`config.mk`:
```
export PLATFORM = sky130hd
export DESIGN_NAME = orao_video_fetch
export DESIGN_NICKNAME = d
export VERILOG_FILES = /design/src/rtl/orao_video_pkg.sv /design/src/rtl/orao_video_timing.sv /design/src/rtl/orao_video_fetch.sv
export SDC_FILE = /design/constraint.sdc
export NUM_CORES = 1
export LEC_CHECK = 0
export CAP_MARGIN = 20
export CORE_UTILIZATION = 60
export CTS_CLUSTER_SIZE = 40
export DETAILED_ROUTE_END_ITERATION = 16
export PLACE_DENSITY = 0.85
export SYNTH_ARGS = -nofsm -noshare
export SYNTH_HDL_FRONTEND = slang
export SYNTH_SLANG_ARGS = --single-unit
export TNS_END_PERCENT = 1
```
`constraint.sdc`:
```
create_clock -name clk_pixel -period 5.65 [get_ports clk_pixel]
set_clock_uncertainty 0.1 [all_clocks]
set_input_delay 0.8475 -clock clk_pixel [delete_from_list [all_inputs] [get_ports clk_pixel]]
set_output_delay 0.8475 -clock clk_pixel [all_outputs]
set_load 0.05 [all_outputs]
```
`src/rtl/orao_video_pkg.sv`:
```
// Shared constants for the Orao video front end: default 640x480@60 timing,
// Orao window geometry and a span-decode helper used by the raster decode.
package orao_video_pkg;

  localparam int VGA_H_VISIBLE = 640;
  localparam int VGA_H_FRONT   = 16;
  localparam int VGA_H_SYNC    = 96;
  localparam int VGA_H_BACK    = 48;
  localparam int VGA_V_VISIBLE = 480;
  localparam int VGA_V_FRONT   = 10;
  localparam int VGA_V_SYNC    = 2;
  localparam int VGA_V_BACK    = 33;

  localparam int H_TOTAL = VGA_H_VISIBLE + VGA_H_FRONT + VGA_H_SYNC + VGA_H_BACK;
  localparam int V_TOTAL = VGA_V_VISIBLE + VGA_V_FRONT + VGA_V_SYNC + VGA_V_BACK;

  localparam int ORAO_W         = 256;
  localparam int ORAO_H         = 256;
  localparam int BYTES_PER_LINE = 32;
  localparam int ADDR_W         = 13;
  localparam int CNT_W          = 10;

  localparam logic SYNC_ACTIVE = 1'b0;

  typedef logic [CNT_W-1:0] count_t;

  // True when value lies in [start, start+len)
  function automatic logic in_span(input count_t value, input int start, input int len);
    return (value >= CNT_W'(start)) && (value < CNT_W'(start + len));
  endfunction

endpackage

```
`src/rtl/orao_video_timing.sv`:
```
// Raster counters plus registered sync/enable/frame_start; exposes the
// live counters and the Orao window flags to the fetch pipeline.
module orao_video_timing
  import orao_video_pkg::*;
#(
  parameter int H_VISIBLE = VGA_H_VISIBLE,
  parameter int H_FRONT   = VGA_H_FRONT,
  parameter int H_SYNC    = VGA_H_SYNC,
  parameter int H_BACK    = VGA_H_BACK,
  parameter int V_VISIBLE = VGA_V_VISIBLE,
  parameter int V_FRONT   = VGA_V_FRONT,
  parameter int V_SYNC    = VGA_V_SYNC,
  parameter int V_BACK    = VGA_V_BACK,
  parameter int X0        = 192,
  parameter int Y0        = 112
) (
  input  logic       clk_pixel,
  input  logic       reset,
  output count_t     hcount,
  output count_t     vcount,
  output logic       in_win,
  output logic       win_line,
  output logic       hsync,
  output logic       vsync,
  output logic       de,
  output logic       frame_start
);

  localparam int H_TOT = H_VISIBLE + H_FRONT + H_SYNC + H_BACK;
  localparam int V_TOT = V_VISIBLE + V_FRONT + V_SYNC + V_BACK;

  count_t hcount_r;
  count_t vcount_r;
  logic   h_last_s;
  logic   v_last_s;
  logic   hs_act_s;
  logic   vs_act_s;
  logic   de_s;
  logic   win_col_s;

  // Decode of the current counter position
  always_comb begin
    h_last_s  = (hcount_r == CNT_W'(H_TOT - 1));
    v_last_s  = (vcount_r == CNT_W'(V_TOT - 1));
    hs_act_s  = in_span(hcount_r, H_VISIBLE + H_FRONT, H_SYNC);
    vs_act_s  = in_span(vcount_r, V_VISIBLE + V_FRONT, V_SYNC);
    de_s      = (hcount_r < CNT_W'(H_VISIBLE)) && (vcount_r < CNT_W'(V_VISIBLE));
    win_col_s = in_span(hcount_r, X0, ORAO_W);
    win_line  = in_span(vcount_r, Y0, ORAO_H);
    in_win    = win_col_s && win_line;
  end

  // Horizontal and vertical raster counters
  always_ff @(posedge clk_pixel) begin
    if (reset) begin
      hcount_r <= '0;
      vcount_r <= '0;
    end else if (h_last_s) begin
      hcount_r <= '0;
      vcount_r <= v_last_s ? '0 : vcount_r + CNT_W'(1);
    end else begin
      hcount_r <= hcount_r + CNT_W'(1);
    end
  end

  // Registered outputs describe the position held before this edge
  always_ff @(posedge clk_pixel) begin
    if (reset) begin
      hsync       <= ~SYNC_ACTIVE;
      vsync       <= ~SYNC_ACTIVE;
      de          <= 1'b0;
      frame_start <= 1'b0;
    end else begin
      hsync       <= hs_act_s ? SYNC_ACTIVE : ~SYNC_ACTIVE;
      vsync       <= vs_act_s ? SYNC_ACTIVE : ~SYNC_ACTIVE;
      de          <= de_s;
      frame_start <= (hcount_r == '0) && (vcount_r == '0);
    end
  end

  assign hcount = hcount_r;
  assign vcount = vcount_r;

endmodule

```
`src/rtl/orao_video_fetch.sv`:
```
// Orao video fetch: issues 32 byte addresses per window line, captures the
// returned bytes and shifts them out LSB-first as 1-bit pixels.
module orao_video_fetch
  import orao_video_pkg::*;
#(
  parameter int H_VISIBLE = VGA_H_VISIBLE,
  parameter int H_FRONT   = VGA_H_FRONT,
  parameter int H_SYNC    = VGA_H_SYNC,
  parameter int H_BACK    = VGA_H_BACK,
  parameter int V_VISIBLE = VGA_V_VISIBLE,
  parameter int V_FRONT   = VGA_V_FRONT,
  parameter int V_SYNC    = VGA_V_SYNC,
  parameter int V_BACK    = VGA_V_BACK,
  parameter int X0        = 192,
  parameter int Y0        = 112,
  parameter int INVERT    = 0
) (
  input  logic              clk_pixel,
  input  logic              reset,
  output logic [ADDR_W-1:0] dispAddr,
  input  logic [7:0]        dispData,
  output logic              pixel,
  output logic              hsync,
  output logic              vsync,
  output logic              de,
  output logic              frame_start
);

  // Address goes out three clocks ahead of the byte's first pixel
  localparam int   FETCH_START = X0 - 3;
  localparam int   FETCH_SPAN  = BYTES_PER_LINE * 8;
  localparam logic INV_BIT     = (INVERT != 0) ? 1'b1 : 1'b0;

  count_t     hcount_s;
  count_t     vcount_s;
  logic       in_win_s;
  logic       win_line_s;
  count_t     fetch_h_s;
  logic       fetch_span_s;
  logic       issue_s;
  logic       load_s;
  logic [4:0] byte_idx_s;
  logic [7:0] y_rel_s;
  logic [7:0] shift_r;

  orao_video_timing #(
    .H_VISIBLE (H_VISIBLE),
    .H_FRONT   (H_FRONT),
    .H_SYNC    (H_SYNC),
    .H_BACK    (H_BACK),
    .V_VISIBLE (V_VISIBLE),
    .V_FRONT   (V_FRONT),
    .V_SYNC    (V_SYNC),
    .V_BACK    (V_BACK),
    .X0        (X0),
    .Y0        (Y0)
  ) u_timing (
    .clk_pixel   (clk_pixel),
    .reset       (reset),
    .hcount      (hcount_s),
    .vcount      (vcount_s),
    .in_win      (in_win_s),
    .win_line    (win_line_s),
    .hsync       (hsync),
    .vsync       (vsync),
    .de          (de),
    .frame_start (frame_start)
  );

  // Fetch slot decode: slot 0 issues the address, slot 2 captures the byte
  always_comb begin
    fetch_h_s    = hcount_s - CNT_W'(FETCH_START);
    fetch_span_s = win_line_s && in_span(hcount_s, FETCH_START, FETCH_SPAN);
    issue_s      = fetch_span_s && (fetch_h_s[2:0] == 3'd0);
    load_s       = fetch_span_s && (fetch_h_s[2:0] == 3'd2);
    byte_idx_s   = fetch_h_s[7:3];
    y_rel_s      = 8'(vcount_s - CNT_W'(Y0));
  end

  // Address sequencing, byte shifter and pixel register
  always_ff @(posedge clk_pixel) begin
    if (reset) begin
      dispAddr <= '0;
      shift_r  <= 8'h00;
      pixel    <= 1'b0;
    end else begin
      if (issue_s) begin
        dispAddr <= {y_rel_s, byte_idx_s};
      end
      if (load_s) begin
        shift_r <= dispData;
      end else if (in_win_s) begin
        shift_r <= {1'b0, shift_r[7:1]};
      end
      pixel <= in_win_s ? (shift_r[0] ^ INV_BIT) : 1'b0;
    end
  end

endmodule
```
Word level (Yosys, flattened, before mapping)
Index checks and enable logic that the tools add are counted.
- bits in registers: 46
- output and inout bits: 18
- $add $sub $neg: 4
- magnitude comparators: 12
- equal/unequal tests: 3
- multiplexer cells: 5
- bitwise logic cells: 1
- reduce and logical (&&, ||, !) cells: 17
- operator list (operator ; number):
    $lt 10x9->1 const B ; 5
    $add 10x1->10 const B ; 2
    $eq 10x10->1 const B ; 2
    $ge 10x8->1 const B ; 2
    $logic_not 10->1 ; 2
    $lt 10x10->1 const B ; 2
    $mux 8 ; 2
    $logic_and 1x1->1 ; 11
    $ge 10x10->1 const B ; 1
    $ge 10x7->1 const B ; 1
    $ge 10x9->1 const B ; 1
    $mux 10 ; 1
    $sub 8x7->8 const B ; 1
    $sub 8x8->8 const B ; 1
    $reduce_or 2->1 ; 2
    $eq 3x2->1 const B ; 1
    $logic_not 3->1 ; 1
    $mux 1 ; 2
    $reduce_bool 2->1 ; 1
    $not 1->1 ; 1

Depth between registers and ports, before layout
- depth after elaboration: 5
- mapped depth: 9
- mapped depth without buffers: 7

Cells and area by module
Synthesis repeated with hierarchy kept, for this count alone.
- cells, all modules: 268
- area, all modules: 2401.1 µm²
- by module, submodules not included (module ; instances ; cells an instance ; area an instance (µm²) ; seq. area each (µm²)):
    orao_video_timing ; 1 ; 139 ; 1203.7 ; 480.5
    orao_video_fetch ; 1 ; 129 ; 1197.4 ; 440.4

Worst setup path before layout
Ideal clock, no wire load.
- path type: register -> register
- from: register u_timing.vcount_r[5], in the netlist u_timing.vcount[5]
- to: register dispAddr[12]
- setup time: 0.121 ns
- arrival: 1.810 ns
- data required time: 5.429 ns
- slack: 3.619 ns
- cell stages (with the launch flop): 7
- clock period less this slack: 2.031 ns
- path through: dfxtp_1 -> ha_1 -> a21oi_1 -> xnor2_1 -> nand3b_1 -> nor3_2 -> mux2_2
- cells in the longest elaborated chain, start to end: 4
- elaborated cells on any way between the ends: 6
- ends and longest elaborated chain (item ; RTL line ; source):
    from (decl) ; orao_video_timing.sv:33 ; count_t vcount_r;
    from (signal assigned) ; orao_video_timing.sv:60 ; vcount_r <= v_last_s ? '0 : vcount_r + CNT_W'(1);
    $ge 10x7->1 or $lt 10x9->1 (tied branches) ; orao_video_pkg.sv:29 ; return (value >= CNT_W'(start)) && (value < CNT_W'(start + len));
    $logic_and 1x1->1 ; orao_video_pkg.sv:29 ;
    $logic_and 1x1->1 ; orao_video_fetch.sv:73 ; fetch_span_s = win_line_s && in_span(hcount_s, FETCH_START, FETCH_SPAN);
    $logic_and 1x1->1 ; orao_video_fetch.sv:74 ; issue_s = fetch_span_s && (fetch_h_s[2:0] == 3'd0);
    to (signal assigned) ; orao_video_fetch.sv:88 ; dispAddr <= {y_rel_s, byte_idx_s};
    to (decl) ; orao_video_fetch.sv:20 ; output logic [ADDR_W-1:0] dispAddr,
Parallel ways exist; a longest one is shown, timed or not.
A chain may end at the register's enable or synchronous reset.

Worst setup path after layout
Ends and elaborated chain as after synthesis.

==> results.sh <==
export IMPL_status="finished, final reports clean"
export IMPL_reg2reg_depth=6
export IMPL_setup_violations=0
export IMPL_critical_path_arrival_ns=2.79
export IMPL_min_to="pixel"
export IMPL_critPathRequiredTime_ns=5.76
export IMPL_rows=22
export IMPL_p_leak_nw=0.979
export IMPL_n_antenna_cell=0
export IMPL_wl_per_cell_microns=15.5
export IMPL_antenna_left=0
export IMPL_min_from="shift_r[0]"
export IMPL_power_density_nw_per_um2=214
export IMPL_setup_tns_ns=0
export IMPL_reg2reg_from="u_timing.vcount[5]"
export IMPL_grt_util_all_layers_pct=27.0
export IMPL_clk_latency_ns=0.32
export IMPL_tritoncts="built"
export IMPL_drive_above_1_share_pct=4.61
export IMPL_hold_slack_ns=0.380
export IMPL_clk_path_buf_depth=2
export IMPL_path_class="reg2reg"
export IMPL_min_period_ns=2.69
export IMPL_critPathLaunchType="flip-flop"
export IMPL_final_cells=330
export IMPL_dr_pass1_iters=4
export IMPL_grt_ovfl_total=0
export IMPL_hold_path_class="reg2reg"
export IMPL_placed_area_sq_um=2590
export IMPL_nets=302
export IMPL_start_util_pct=63.8
export IMPL_ys_types=45
export IMPL_power_switching_mw=0.146
export IMPL_synthTopCellsByArea="dfxtp_1, ha_1, xnor2_1, a21oi_1, nor2_1"
export IMPL_internal_power_mw=0.430
export IMPL_crit_path_max_fanout=17
export IMPL_synth_commonest_cells="dfxtp_1, nor2_1, a21oi_1"
export IMPL_ys_flop_type="dfxtp_1"
export IMPL_first_iter_violations=192
export IMPL_period_share_pct=47.6
export IMPL_pwr_share_comb_pct=6.8
export IMPL_fp_coreArea_sq_um=3720
export IMPL_dp_hpwl_microns=3560
export IMPL_io_buffers=27
export IMPL_synth_top_area_cell="dfxtp_1"
export IMPL_drc_errors=0
export IMPL_num_io_pins=28
export IMPL_dp_cells=322
export IMPL_cts_setup_buffers=0
export IMPL_finalWirelength_microns=5110
export IMPL_crit_start="u_timing.vcount[5]"
export IMPL_avgSynthCellArea_sq_um=8.91
export IMPL_p_seq_share_pct=57.5
export IMPL_ys_seq_area_share_pct=38.8
export IMPL_syn_to_final_growth_pct=13.2
export IMPL_path_clk_slew_ns=0.09
export IMPL_num_vias=1985
export IMPL_finalCoreUtilization_pct=72.3
export IMPL_slew_headroom_pct=52.2
export IMPL_cts_buffers=5
export IMPL_grt_pass1_wl_microns=8650
export IMPL_fp_dieH_microns=64.9
export IMPL_yosysWarnings=0
export IMPL_reg2reg_slack_ns=2.96
export IMPL_yosysTopAreaCellShare_pct=38.8
export IMPL_cts_resized=0
export IMPL_endpoint_kind="flip-flop"
export IMPL_grt_pass1_vias=1849
export IMPL_ir_drop_mv=0.193
export IMPL_antenna_found_initial=0
export IMPL_swShare_pct=25.3
export IMPL_clkPwrFrac_pct=35.7
export IMPL_routabilityCongestion=0.923
export IMPL_syn_cell_area_sq_um=2370
export IMPL_synth_seq_cells=46
export IMPL_slew_violations=0
export IMPL_drv_cap=0
export IMPL_synth_edf_count=0
export IMPL_syn_inst=266
export IMPL_viasPerCell=6.02
export IMPL_hold_viol=0
export IMPL_max_freq_mhz=372
export IMPL_whs_path_depth=1
export IMPL_async_flop_share_pct=0
export IMPL_fin_area_sq_um=2690
export IMPL_dieArea_sq_um=4210
export IMPL_synth_most_common_cell="dfxtp_1"
export IMPL_synth_nets=287
export IMPL_cts_sinks=46
export IMPL_htreeDepth=2
export IMPL_die_w_microns=64.9
export IMPL_grt_max_degree=27
export IMPL_worstMarginPinSlew_ns=0.710
export IMPL_clock_root_buffer="clkbuf_8"
export IMPL_rsz0062_at_grt="no"
export IMPL_worstReg2RegEnd="dispAddr[12]"
export IMPL_hold_buffers=0
flip-flops by register name, indices dropped and copies added, names as in the netlist:
register and flops:
u_timing.hsync 1, shift_r 8, u_timing.hcount 10, dispAddr 13, u_timing.vsync 1, u_timing.vcount 10, u_timing.frame_start 1, pixel 1
u_timing.de 1
area by class of cell:
class                      instances  area (sq um)
timing repair buffer              28           278
multi-input combinational        190          1300
clock buffer                       5          68.8
fill                             284          1030
sequential                        46           921
inverter                          10          37.5
clock inverter                     3          21.3
tap                               48          60.1
worst max-delay path by stage:
stage,to,slack (ns)
finish,dispAddr[12],2.96
global route,dispAddr[12],2.71
CTS,dispAddr[12],2.98
detailed placement,dispAddr[12],3.05
global placement,dispAddr[12],3.12
floorplan,dispAddr[12],3.62
cells in the final DEF, fill, tap and decap left out, types with 2 or more instances in the layout:
cell	Yosys	layout
a311oi_1	2	2
a211oi_1	4	4
ha_1	11	11
a31oi_1	4	4
o41ai_1	7	7
a21oi_1	19	19
nand2_1	13	13
nor4_1	8	8
nor2_1	25	25
clkbuf_8	0	5
xor2_1	10	10
and3_1	6	6
nand3_1	11	11
o2111ai_1	2	2
nand4_1	12	12
clkdlybuf4s50_1	0	27
nor3_1	2	2
dfxtp_1	46	46
and3b_1	2	2
nand2b_1	2	2
nand3_2	2	2
clkinv_1	2	2
o31ai_1	9	9
mux2i_1	7	7
inv_1	8	8
o21bai_1	2	2
xnor2_1	15	15
per-layer routing:
layer	GRT usage, %	share of wire (%)	vias up
met2	41.4	45	48
met3	5.63	4.9	9
met4	13.3	2.2	0
met1	35.7	47	935
met5	0	0	-
li1	-	-	993
kinds of logic (layout without fill, tap and decap cells):
kind of cell,after synthesis,after routing,share of synthesized area (%)
flops,46,46,38.8
mux,8,8,3.43
xor+xnor,25,25,9.23
compound gates,55,55,15.9
simple gates,91,91,20.4
buf+inv,30,46,6.39
fa+ha+maj,11,11,5.80
through the flow:
| stage | total power [mW] | setup WS [ns] |
|---|---|---|
| 2_1_floorplan | 0.363 | 3.62 |
| 3_3_place_gp | 0.376 | 3.12 |
| 3_5_place_dp | 0.377 | 3.05 |
| 4_1_cts | 0.578 | 2.98 |
| 5_1_grt | 0.595 | 2.71 |
| 6_report | 0.575 | 2.96 |
power by group through the flow:
stage               Combinational (mW)  Clock [mW]  Sequential [mW]
detailed placement              0.0388           0            0.339
CTS                             0.0391       0.208            0.331
finish                          0.0393       0.205            0.331
global route                    0.0429       0.220            0.332
global placement                0.0381           0            0.338
floorplan                       0.0218           0            0.341
critical path: stages (launching register included):
cell,delay (ns)
dfxtp_1,0.45
ha_1,0.26
a21oi_1,0.10
xnor2_1,0.25
nand3b_1,0.52
nor3_2,0.53
mux2_2,0.38
No activity file was read; power rests on OpenSTA's default activity.
==> RTL edit: new RTL, config.mk and constraints unchanged <==
Add an input register stage for `dispData`, without a reset; this delays it by one clock.
--- a/src/rtl/orao_video_fetch.sv
+++ b/src/rtl/orao_video_fetch.sv
@@ -30,6 +30,12 @@
   localparam int   FETCH_START = X0 - 3;
   localparam int   FETCH_SPAN  = BYTES_PER_LINE * 8;
   localparam logic INV_BIT     = (INVERT != 0) ? 1'b1 : 1'b0;
+
+  logic [7:0] dispData_q;
+
+  always_ff @(posedge clk_pixel) begin
+    dispData_q <= dispData;
+  end
 
   count_t     hcount_s;
   count_t     vcount_s;
@@ -88,7 +94,7 @@
         dispAddr <= {y_rel_s, byte_idx_s};
       end
       if (load_s) begin
-        shift_r <= dispData;
+        shift_r <= dispData_q;
       end else if (in_win_s) begin
         shift_r <= {1'b0, shift_r[7:1]};
       end
Behaviour: no difference found for any inputs over 10 cycles, from zero or initial values and one cycle with reset high; that may be too few to reach the edited logic, so the function may still have changed.
==> RTL edit against the original RTL <==
  * Routed wire length increased by 6.3%
  * Core utilization decreased by 1.4 points
  * First-iteration DRC count decreased by 29%
  * Total power increased by 11%
  * Setup slack got worse by 460 ps
  * Cell area increased by 7.9%
  * Sequential cell count increased by 8
  * Area after synthesis increased by 11%
  * Die area increased by 10%
  * Critical endpoint unchanged
  * Largest power group unchanged
==> RTL edit: results (changes against the original RTL) <==
outcome: "finished clean"
slew_headroom: 0.541  # +0.0183
first_global_vias: 1865  # +0.87%
synth.distinct_cells: 52  # +16%
dp_slack_ps: 2660  # -392 ps
power.net_switching_uw: 152  # +4.5%
post_dp_cell_area_mm2: 0.00281  # +8.4%
drt-met1-wl_mm: 2.45  # +0.99%
p_int_uw: 488  # +14%
drt_iter0_drc: 136  # -29%
wl_met3_um: 349  # +38%
powerClk_uw: 209  # +2%
synth_xor_area_frac: 0.0835  # -0.00882
ys_top_cells_by_area: "dfxtp_1 (41%), xnor2_1 (5.3%), ha_1 (5.3%)"
synth_mux_area_frac: 0.0310  # -0.00327
reg2reg_setup_slack_ps: 2500  # -460 ps
power.leakage_nw: 1.04  # +5.8%
synth-compound-area-share: 0.130  # -0.0295
drive_gt1_frac: 0.0717  # +0.0256
use_met2: 0.401  # -0.0133
post_drt_wl_per_cell_um: 15.8  # +2.3%
grt_max_degree: 26  # -3.7%
synthesis.nets: 300  # +4.5%
avgSynthCellArea_um2: 9.40  # +5.4%
grt_pass1_wl_mm: 8.74  # +0.96%
grtUsageMet3: 0.0433  # -0.0130
peakVddDrop_mv: 0.154  # -20%
routed_via_density: 6.06  # +0.81%
crit_start: "u_timing.hcount[0]$_SDFF_PP0_"
whs_ps: 382  # +1.80 ps
slowest_stage: "ha_1"
hpwlAfterDp_mm: 3.83  # +7.6%
gp_congestion: 0.907  # -1.7%
met1_usage: 0.331  # -0.0264
arrival_ps: 3260  # +470 ps
synthAdderAreaFrac: 0.0525  # -0.00554
## RTL edit: cell count changes after synthesis, moves of 2 or more
| cell | unedited run | this run |
|---|---|---|
| dfxtp_1 | 46 | 54 |
| nor3_1 | 2 | 7 |
| nor4_1 | 8 | 3 |
| buf_2 | 10 | 7 |
| buf_6 | 3 | 6 |
| a311oi_1 | 2 | 0 |
| and3_1 | 6 | 4 |
| and4_1 | 0 | 2 |
| nand3_2 | 2 | 0 |
| nor3_2 | 1 | 3 |
| or2_2 | 0 | 2 |
## RTL edit: layout make-up
| type | instances | area [um^2] |
|---|---|---|
| Clock buffer | 5 | 68.8 |
| Clock inverter | 2 | 13.8 |
| Inverter | 10 | 37.5 |
| Fill cell | 346 | 1190 |
| Timing Repair Buffer | 28 | 278 |
| Sequential cell | 54 | 1080 |
| Multi-Input combinational cell | 194 | 1360 |
| Tap cell | 50 | 62.6 |
